--- src/rtl/osc_pkg.sv ---
// osc_pkg: shared waveform codes and tuning helper for the NCO oscillator
//   WAVE_SAW_UP/WAVE_SAW_DN/WAVE_SQUARE/WAVE_TRI : wave_sel encodings
//   tune_for_hz(hz, f_clk, div, acc_w)           : tuning word for a target frequency
package osc_pkg;
    localparam logic [1:0] WAVE_SAW_UP = 2'b00;
    localparam logic [1:0] WAVE_SAW_DN = 2'b01;
    localparam logic [1:0] WAVE_SQUARE = 2'b10;
    localparam logic [1:0] WAVE_TRI    = 2'b11;

    // tune = hz * div * 2^acc_w / f_clk, truncated
    function automatic longint unsigned tune_for_hz(input longint unsigned hz,
                                                    input longint unsigned f_clk,
                                                    input longint unsigned div,
                                                    input int acc_w);
        return ((hz * div) << acc_w) / f_clk;
    endfunction
endpackage

--- src/rtl/osc_wave_shaper.sv ---
// osc_wave_shaper: combinational phase -> sample mapping
//   phase       in  OUT_W  top bits of the next accumulator value
//   wave_sel    in  2      00 saw up, 01 saw down, 10 square, 11 triangle
//   pulse_width in  OUT_W  square is high while phase < pulse_width
//   sample      out OUT_W  shaped unsigned sample
//   Macro OSC_TRIANGLE_EN enables the triangle; otherwise 11 acts as saw up.
module osc_wave_shaper
    import osc_pkg::*;
#(
    parameter int OUT_W = 12
) (
    input  logic [OUT_W-1:0] phase,
    input  logic [1:0]       wave_sel,
    input  logic [OUT_W-1:0] pulse_width,
    output logic [OUT_W-1:0] sample
);
    logic [OUT_W-1:0] sq;
    assign sq = (phase < pulse_width) ? '1 : '0;
`ifdef OSC_TRIANGLE_EN
    logic [OUT_W-1:0] t, tri_w;
    // doubled phase rises over the first half, mirrored over the second
    assign t     = {phase[OUT_W-2:0], 1'b0};
    assign tri_w = phase[OUT_W-1] ? ~t : t;
    always_comb
        sample = (wave_sel == WAVE_SAW_DN) ? ~phase :
                 (wave_sel == WAVE_SQUARE) ? sq :
                 (wave_sel == WAVE_TRI)    ? tri_w : phase;
`else
    always_comb
        sample = (wave_sel == WAVE_SAW_DN) ? ~phase :
                 (wave_sel == WAVE_SQUARE) ? sq : phase;
`endif
endmodule

--- src/rtl/wave_osc_nco.sv ---
// wave_osc_nco: phase-accumulator oscillator with selectable waveform and sample strobe
//   clk12MHz     in  1      system clock
//   rst          in  1      asynchronous reset, active-high
//   enable       in  1      1 = run, 0 = freeze
//   tune_word    in  ACC_W  phase increment per sample
//   tune_load    in  1      strobe capturing tune_word
//   wave_sel     in  2      waveform select
//   pulse_width  in  OUT_W  square threshold
//   sync_in      in  1      hard sync, phase to 0
//   sample_out   out OUT_W  current sample
//   sample_valid out 1      pulse when sample_out updates
//   wrap         out 1      pulse on accumulator carry-out
//   Macro OSC_TRIANGLE_EN (in osc_wave_shaper) enables the triangle waveform.
module wave_osc_nco
    import osc_pkg::*;
#(
    parameter int OUT_W = 12,
    parameter int ACC_W = 24,
    parameter int DIV   = 256
) (
    input  logic             clk12MHz,
    input  logic             rst,
    input  logic             enable,
    input  logic [ACC_W-1:0] tune_word,
    input  logic             tune_load,
    input  logic [1:0]       wave_sel,
    input  logic [OUT_W-1:0] pulse_width,
    input  logic             sync_in,
    output logic [OUT_W-1:0] sample_out,
    output logic             sample_valid,
    output logic             wrap
);
    localparam int PW = (DIV > 1) ? $clog2(DIV) : 1;

    logic [PW-1:0]    presc;
    logic [ACC_W-1:0] acc, tune_pend, tune_act, acc_next;
    logic [ACC_W:0]   sum;
    logic [OUT_W-1:0] shaped;
    logic             tick;

    assign tick     = enable && (presc == PW'(DIV - 1));
    assign sum      = {1'b0, acc} + {1'b0, tune_act};
    // sync overrides the accumulation, so a synced sample never reports a wrap
    assign acc_next = sync_in ? '0 : sum[ACC_W-1:0];

    osc_wave_shaper #(.OUT_W(OUT_W)) u_shaper (
        .phase       (acc_next[ACC_W-1 -: OUT_W]),
        .wave_sel    (wave_sel),
        .pulse_width (pulse_width),
        .sample      (shaped)
    );

    always_ff @(posedge clk12MHz or posedge rst) begin
        if (rst) begin
            presc        <= '0;
            acc          <= '0;
            tune_pend    <= '0;
            tune_act     <= '0;
            sample_out   <= '0;
            sample_valid <= 1'b0;
            wrap         <= 1'b0;
        end else begin
            if (tune_load)
                tune_pend <= tune_word;
            if (!enable) begin
                presc        <= '0;
                sample_valid <= 1'b0;
                wrap         <= 1'b0;
            end else begin
                presc        <= tick ? '0 : presc + PW'(1);
                sample_valid <= tick;
                wrap         <= tick && !sync_in && sum[ACC_W];
                if (tick) begin
                    // this tick still accumulates with the old tune_act
                    tune_act   <= tune_pend;
                    acc        <= acc_next;
                    sample_out <= shaped;
                end else if (sync_in)
                    acc <= '0;
            end
        end
    end
endmodule

--- config.mk ---
export PLATFORM = sky130hd
export DESIGN_NAME = wave_osc_nco
export DESIGN_NICKNAME = d
export VERILOG_FILES = /design/src/rtl/osc_pkg.sv /design/src/rtl/osc_wave_shaper.sv /design/src/rtl/wave_osc_nco.sv
export SDC_FILE = /design/constraint.sdc
export NUM_CORES = 1
export LEC_CHECK = 0
export CAP_MARGIN = 20
export CORE_MARGIN = 2
export CORE_UTILIZATION = 64
export CTS_BUF_LIST = sky130_fd_sc_hd__clkbuf_8
export DETAILED_ROUTE_END_ITERATION = 16
export GPL_ROUTABILITY_DRIVEN = 0
export PLACE_DENSITY = 0.89
export RECOVER_POWER = 100
export SYNTH_ARGS = -nofsm -noshare
export SYNTH_HDL_FRONTEND = slang
export SYNTH_SLANG_ARGS = --single-unit
--- constraint.sdc ---
create_clock -name clk12MHz -period 11 [get_ports clk12MHz]
set_input_delay 2.75 -clock clk12MHz [delete_from_list [all_inputs] [get_ports clk12MHz]]
set_output_delay 2.75 -clock clk12MHz [all_outputs]
set_load 0.005 [all_outputs]
==> flow_metrics.py <==
metrics = {
    "cells_and_area": {
        "fin_area_mm2": 0.00621,
        "antenna_cells": 0,
        "nets": 699,
        "syn2layout_area_growth_pct": 15.6,
        "layout-drive-gt1-share_pct": 9.15,
    },
    "critical_path": {
        "worst_setup_path_end_kind": "flip-flop",
        "critPathMaxFanout": 44,
        "worstPathArrival_ps": 6600,
        "crit_type": "in -> reg",
        "required_ps": 11260,
        "cp-start-kind": "input pin",
    },
    "cts": {
        "clk_pin_slew_ps": 100,
        "h-tree-depth": 3,
        "cts_resized": 0,
        "clk_latency_ps": 370,
        "clock-sinks": 94,
        "post_cts_buffers": 0,
        "cts_tree": "yes",
        "cts_hold_buf": 0,
        "cts_buffers": 9,
        "clockBufferDepth": 2,
        "cts_root_buffer": "clkbuf_8",
    },
    "place": {
        "place_area_mm2": 0.00599,
        "hpwl_um": 8600,
        "numPortBuffers": 56,
    },
    "run_status": {
        "status": "finished, final reports clean",
    },
    "synthesis": {
        "ys_types": 68,
        "yosysTopAreaCell": "dfrtp_1",
        "synth_most_common_cell": "nand2_1",
        "yosysSeqAreaShare_pct": 43.8,
        "synthCells": 565,
        "async_reset_ff_share_pct": 100,
        "synth_common_cells": "104 x nand2_1, 94 x dfrtp_1, 36 x ha_1, 36 x o21ai_0, 35 x nor2_1",
        "synth_edf_count": 0,
        "synth_ff_type": "dfrtp_1",
        "synth_seq_cells": 94,
        "yosys_warnings": 0,
        "synth_top_area_share_pct": 43.8,
        "avgSynthCellArea_um2": 9.50,
        "syn_area_mm2": 0.00537,
        "syn_nets": 645,
        "synth_area_leaders": "dfrtp_1 44%, ha_1 8.4%, nand2_1 7.3%",
    },
    "grt": {
        "grtUsageTotal_pct": 27.8,
        "grt-ovfl-total": 0,
        "antenna_found_initial": 0,
        "grt_max_degree": 95,
        "grt_pass1_vias": 4235,
        "grt_pass1_wl_um": 19800,
    },
    "timing": {
        "finalCritPeriodShare_pct": 57.6,
        "rsz0062_at_grt": "no",
        "layout_min_cycle_time_ps": 6340,
        "hold_viol_final": 0,
        "finalSetupViolCount": 0,
        "maxSlewHeadroom_pct": 11.1,
        "fin_worst_skew_ps": 10.0,
        "worstMarginPinSlew_ps": 1330,
        "hold_ws_ps": 481,
        "slew_viol_final": 0,
        "clock.fmax_ghz": 0.158,
        "tns_ps": 0,
    },
    "floorplanning": {
        "fp-row-count": 33,
        "dieWidth_um": 95.6,
        "die_area_mm2": 0.00914,
        "initial_core_util_pct": 65.7,
        "coreArea_mm2": 0.00818,
        "die_y_um": 95.6,
        "num_io_pins": 57,
    },
    "min_path": {
        "hold_path_class": "reg -> reg",
    },
    "pwr": {
        "power_w": 0.000641,
        "peakVddDrop_mv": 0.0891,
        "power.leakage_nw": 3.04,
        "p_per_area_mw_per_mm2": 103,
    },
    "route": {
        "wire_per_inst_um": 17.0,
        "route.detailed.drc": 0,
        "viasPerCell": 6.18,
        "vias": 4501,
        "drtAntennaViolNets": 0,
        "drtIter0Drc": 444,
        "wirelength_um": 12400,
        "dr.pass1.iters": 6,
    },
    "job": {
        "max_cap_viol_count": 0,
    },
}
## state kept, by name, indices dropped and copies added (netlist names)
signal	cells
tune_pend	24
presc	8
sample_valid	1
tune_act	24
acc	24
sample_out	12
wrap	1
## layer usage
metal | track usage, % | vias up | share of wire, %
li1 | - | 2123 | -
met1 | 38.3 | 2146 | 43
met2 | 44.8 | 201 | 48
met3 | 3.87 | 31 | 7.4
met4 | 10.8 | 0 | 1.9
met5 | 0 | - | 0
## path summary, 6_finish.rpt
check,start,endpoint,slack (ps),cells past startpoint
max,enable,acc[9],4660,5
min,tune_pend[21],tune_act[21],480,2
max reg2reg,tune_act[0],sample_out[11],6080,17
min reg2reg,tune_pend[21],tune_act[21],480,2
max in group asynchronous,rst,sample_out[1],6900,4
min in group asynchronous,rst,tune_pend[4],3190,3
## cell type report
| type | instances | area (um^2) |
|---|---|---|
| timing repair buffer | 59 | 599 |
| clock inverter | 6 | 70.1 |
| multi-input combinational | 427 | 2820 |
| fill | 558 | 1970 |
| tap | 105 | 131 |
| sequential | 94 | 2350 |
| inverter | 28 | 106 |
| clock buffer | 9 | 124 |
## power breakdown
group          leakage, nW  total (W)  switching (W)  internal [W]
sequential            1.25   0.000361     0.00000595      0.000355
combinational         1.69  0.0000479      0.0000215     0.0000264
clock               0.0936   0.000232       0.000126      0.000106
total                 3.04   0.000641       0.000154      0.000487
## cells in the final DEF, fill, tap and decap left out, drive strengths merged, types with 5 or more instances in the layout
| master | n |
|---|---|
| a21o | 9 |
| o21ai | 39 |
| dlygate4sd3 | 18 |
| nand2b | 12 |
| a211oi | 5 |
| a21oi | 26 |
| inv | 29 |
| o2111ai | 5 |
| clkdlybuf4s50 | 38 |
| xnor2 | 8 |
| dfrtp | 94 |
| or3 | 5 |
| xor2 | 7 |
| nor3 | 9 |
| ha | 36 |
| a22o | 10 |
| nor2 | 35 |
| mux2 | 24 |
| nand3 | 14 |
| nand2 | 105 |
| clkbuf | 10 |
| o21a | 6 |
| a2111oi | 5 |
## worst max-delay path, cell delays in order
cell and delay [ps]:
dlygate4sd3_1 640, nand2_1 790, inv_1 1350, nand2b_1 640, o31ai_1 400
## cells by family (layout without fill, tap and decap cells)
| logic type | after synthesis | after routing | share of synthesized area [%] |
|---|---|---|---|
| adder cells (fa/ha/maj) | 37 | 37 | 8.76 |
| multiplexers | 25 | 25 | 5.22 |
| XOR/XNOR | 15 | 15 | 2.45 |
| AND/OR/NAND/NOR | 206 | 206 | 17.5 |
| buffers and inverters | 44 | 102 | 3.54 |
| flip-flops | 94 | 94 | 43.8 |
| AO/OA/AOI/OAI | 144 | 144 | 18.7 |
## metrics by stage
step	utilization, %	setup WS (ps)	instances
final	75.9	4660	728
after global routing	75.9	4410	728
after CTS	75.7	5590	727
after detailed placement	73.3	5210	712
after global placement	73.3	5350	712
after floorplan	-	5800	565
No activity file was read; power rests on OpenSTA's default activity.
==> RTL change (same settings) <==
Add a define of `OSC_TRIANGLE_EN`.
--- a/src/rtl/osc_wave_shaper.sv
+++ b/src/rtl/osc_wave_shaper.sv
@@ -4,6 +4,8 @@
 //   pulse_width in  OUT_W  square is high while phase < pulse_width
 //   sample      out OUT_W  shaped unsigned sample
 //   Macro OSC_TRIANGLE_EN enables the triangle; otherwise 11 acts as saw up.
+`define OSC_TRIANGLE_EN
+
 module osc_wave_shaper
     import osc_pkg::*;
 #(
Function: no difference found for any inputs over 10 cycles, from zero or initial values and one cycle with rst high; that may be too few to reach the edited logic, so the function may still have changed.
==> RTL change against the original RTL <==
The flow now finishes with violations (max-capacitance violations, max-slew violations); critical path depth down 2; worst setup slack got worse by 0.23 ns; power up 6.5%; sequential cell count unchanged; synthesized area increased by 5.2%; count of clock-buffer cells in the layout unchanged; routed wire length rose by 12%; final area rose by 4.8%; critical endpoint is now acc[11]; largest cell class unchanged; largest power group unchanged.
==> RTL change: results (changes against the original RTL) <==
| Metric | Value |
|---|---|
| Worst Tran Pin Value | 2.76 ns (+1.43 ns) |
| Sw Share | 0.225 (-0.0153) |
| Worst Hold End | tune_act[10] |
| DRT met1 WL | 5.70 mm (+7.5%) |
| Layout cells sized above 1 | 0.0855 (-0.00600) |
| R2r worst-path depth | 18 (+1) |
| Gate power share | 0.067 (-0.008) |
| Worst Setup EP | acc[11] |
| Fin crit share | 0.597 (+0.0213) |
| Avg Cell Area, Syn | 9.40 um2 (-1.1%) |
| VDD IR max | 68.4 uV (-23%) |
| Placed Area | 6280 um2 (+4.8%) |
| Slew Viols, Final | 129 (+129) |
| Combinational Power | 0.0460 mW (-4%) |
| Synth top area cells | dfrtp_1, ha_1, nand2_1, mux2_2, a21oi_1 |
| Routed wl met2 | 6.51 mm (+10%) |
| Vias in the first global route | 4952 (+17%) |
| Synth cell types | 72 (+5.9%) |
| Crit Path Max Fanout | 53 (+20%) |
| Largest net degree at the start of global routing | 54 (-43%) |
| Met3 routed WL | 1.06 mm (+15%) |
| Setup Skew | 0.0158 ns (+0.00579 ns) |
| Syn Nets | 681 (+5.6%) |
| Worst setup startpoint | rst |
| R2r setup slk | 5.81 ns (-0.27 ns) |
| Critical register-to-register path endpoint | sample_out[2] |
| Layout area overhead | 15.1% |
| Failing checks | max-capacitance violations, max-slew violations |
| R2r startpoint | acc[0] |
| Placed cell count | 747 (+4.9%) |
| CP peak stage delay | 2.04 ns (+0.69 ns) |
| Fin nets | 731 (+4.6%) |
| Hold Startpoint | tune_pend[10] |
| HPWL after detailed placement | 9.83 mm (+14%) |
| Drt first-iter violations | 421 (-5.2%) |
| Sequential fraction of the synthesis area | 0.416 (-0.0216) |
| Fillers | 599 (+7.3%) |
| Status | finished, violations left |
| WL final | 13.9 mm (+12%) |
| Critical-path top delay cell | clkbuf_1 |
| Max-Cap Viols | 3 (+3) |
## RTL change: cell count changes in the layout (fill, tap and decap cells not counted), sizes merged, moves of 4 or more
cell / before / now
o2111ai: 5 / 1
a2111oi: 5 / 1
and2: 4 / 8
a21oi: 26 / 33
nand2: 105 / 115
o221ai: 0 / 5
nand2b: 12 / 6
clkbuf: 10 / 14
xnor2: 8 / 15
o21ai: 39 / 32
o211ai: 3 / 8
xor2: 7 / 12
## RTL change: kinds of logic (layout without fill, tap and decap cells)
logic type	Yosys count	in the layout	share of synthesized area
AOI/OAI and AO/OA	157	157	0.197
xor gates and xnor gates	29	29	0.0498
adders and majority gates	37	37	0.0833
buffers and inverters	49	103	0.0352
DFF	94	94	0.416
muxes	27	27	0.0532
and+or+nand+nor	208	208	0.165
## RTL change: cell type report
type	instances	area share
Clock buffer	9	0.0191
Clock inverter	6	0.0171
Inverter	27	0.0158
Multi-Input combinational cell	458	0.476
Sequential cell	94	0.362
Tap cell	108	0.0208
Timing Repair Buffer	61	0.0891
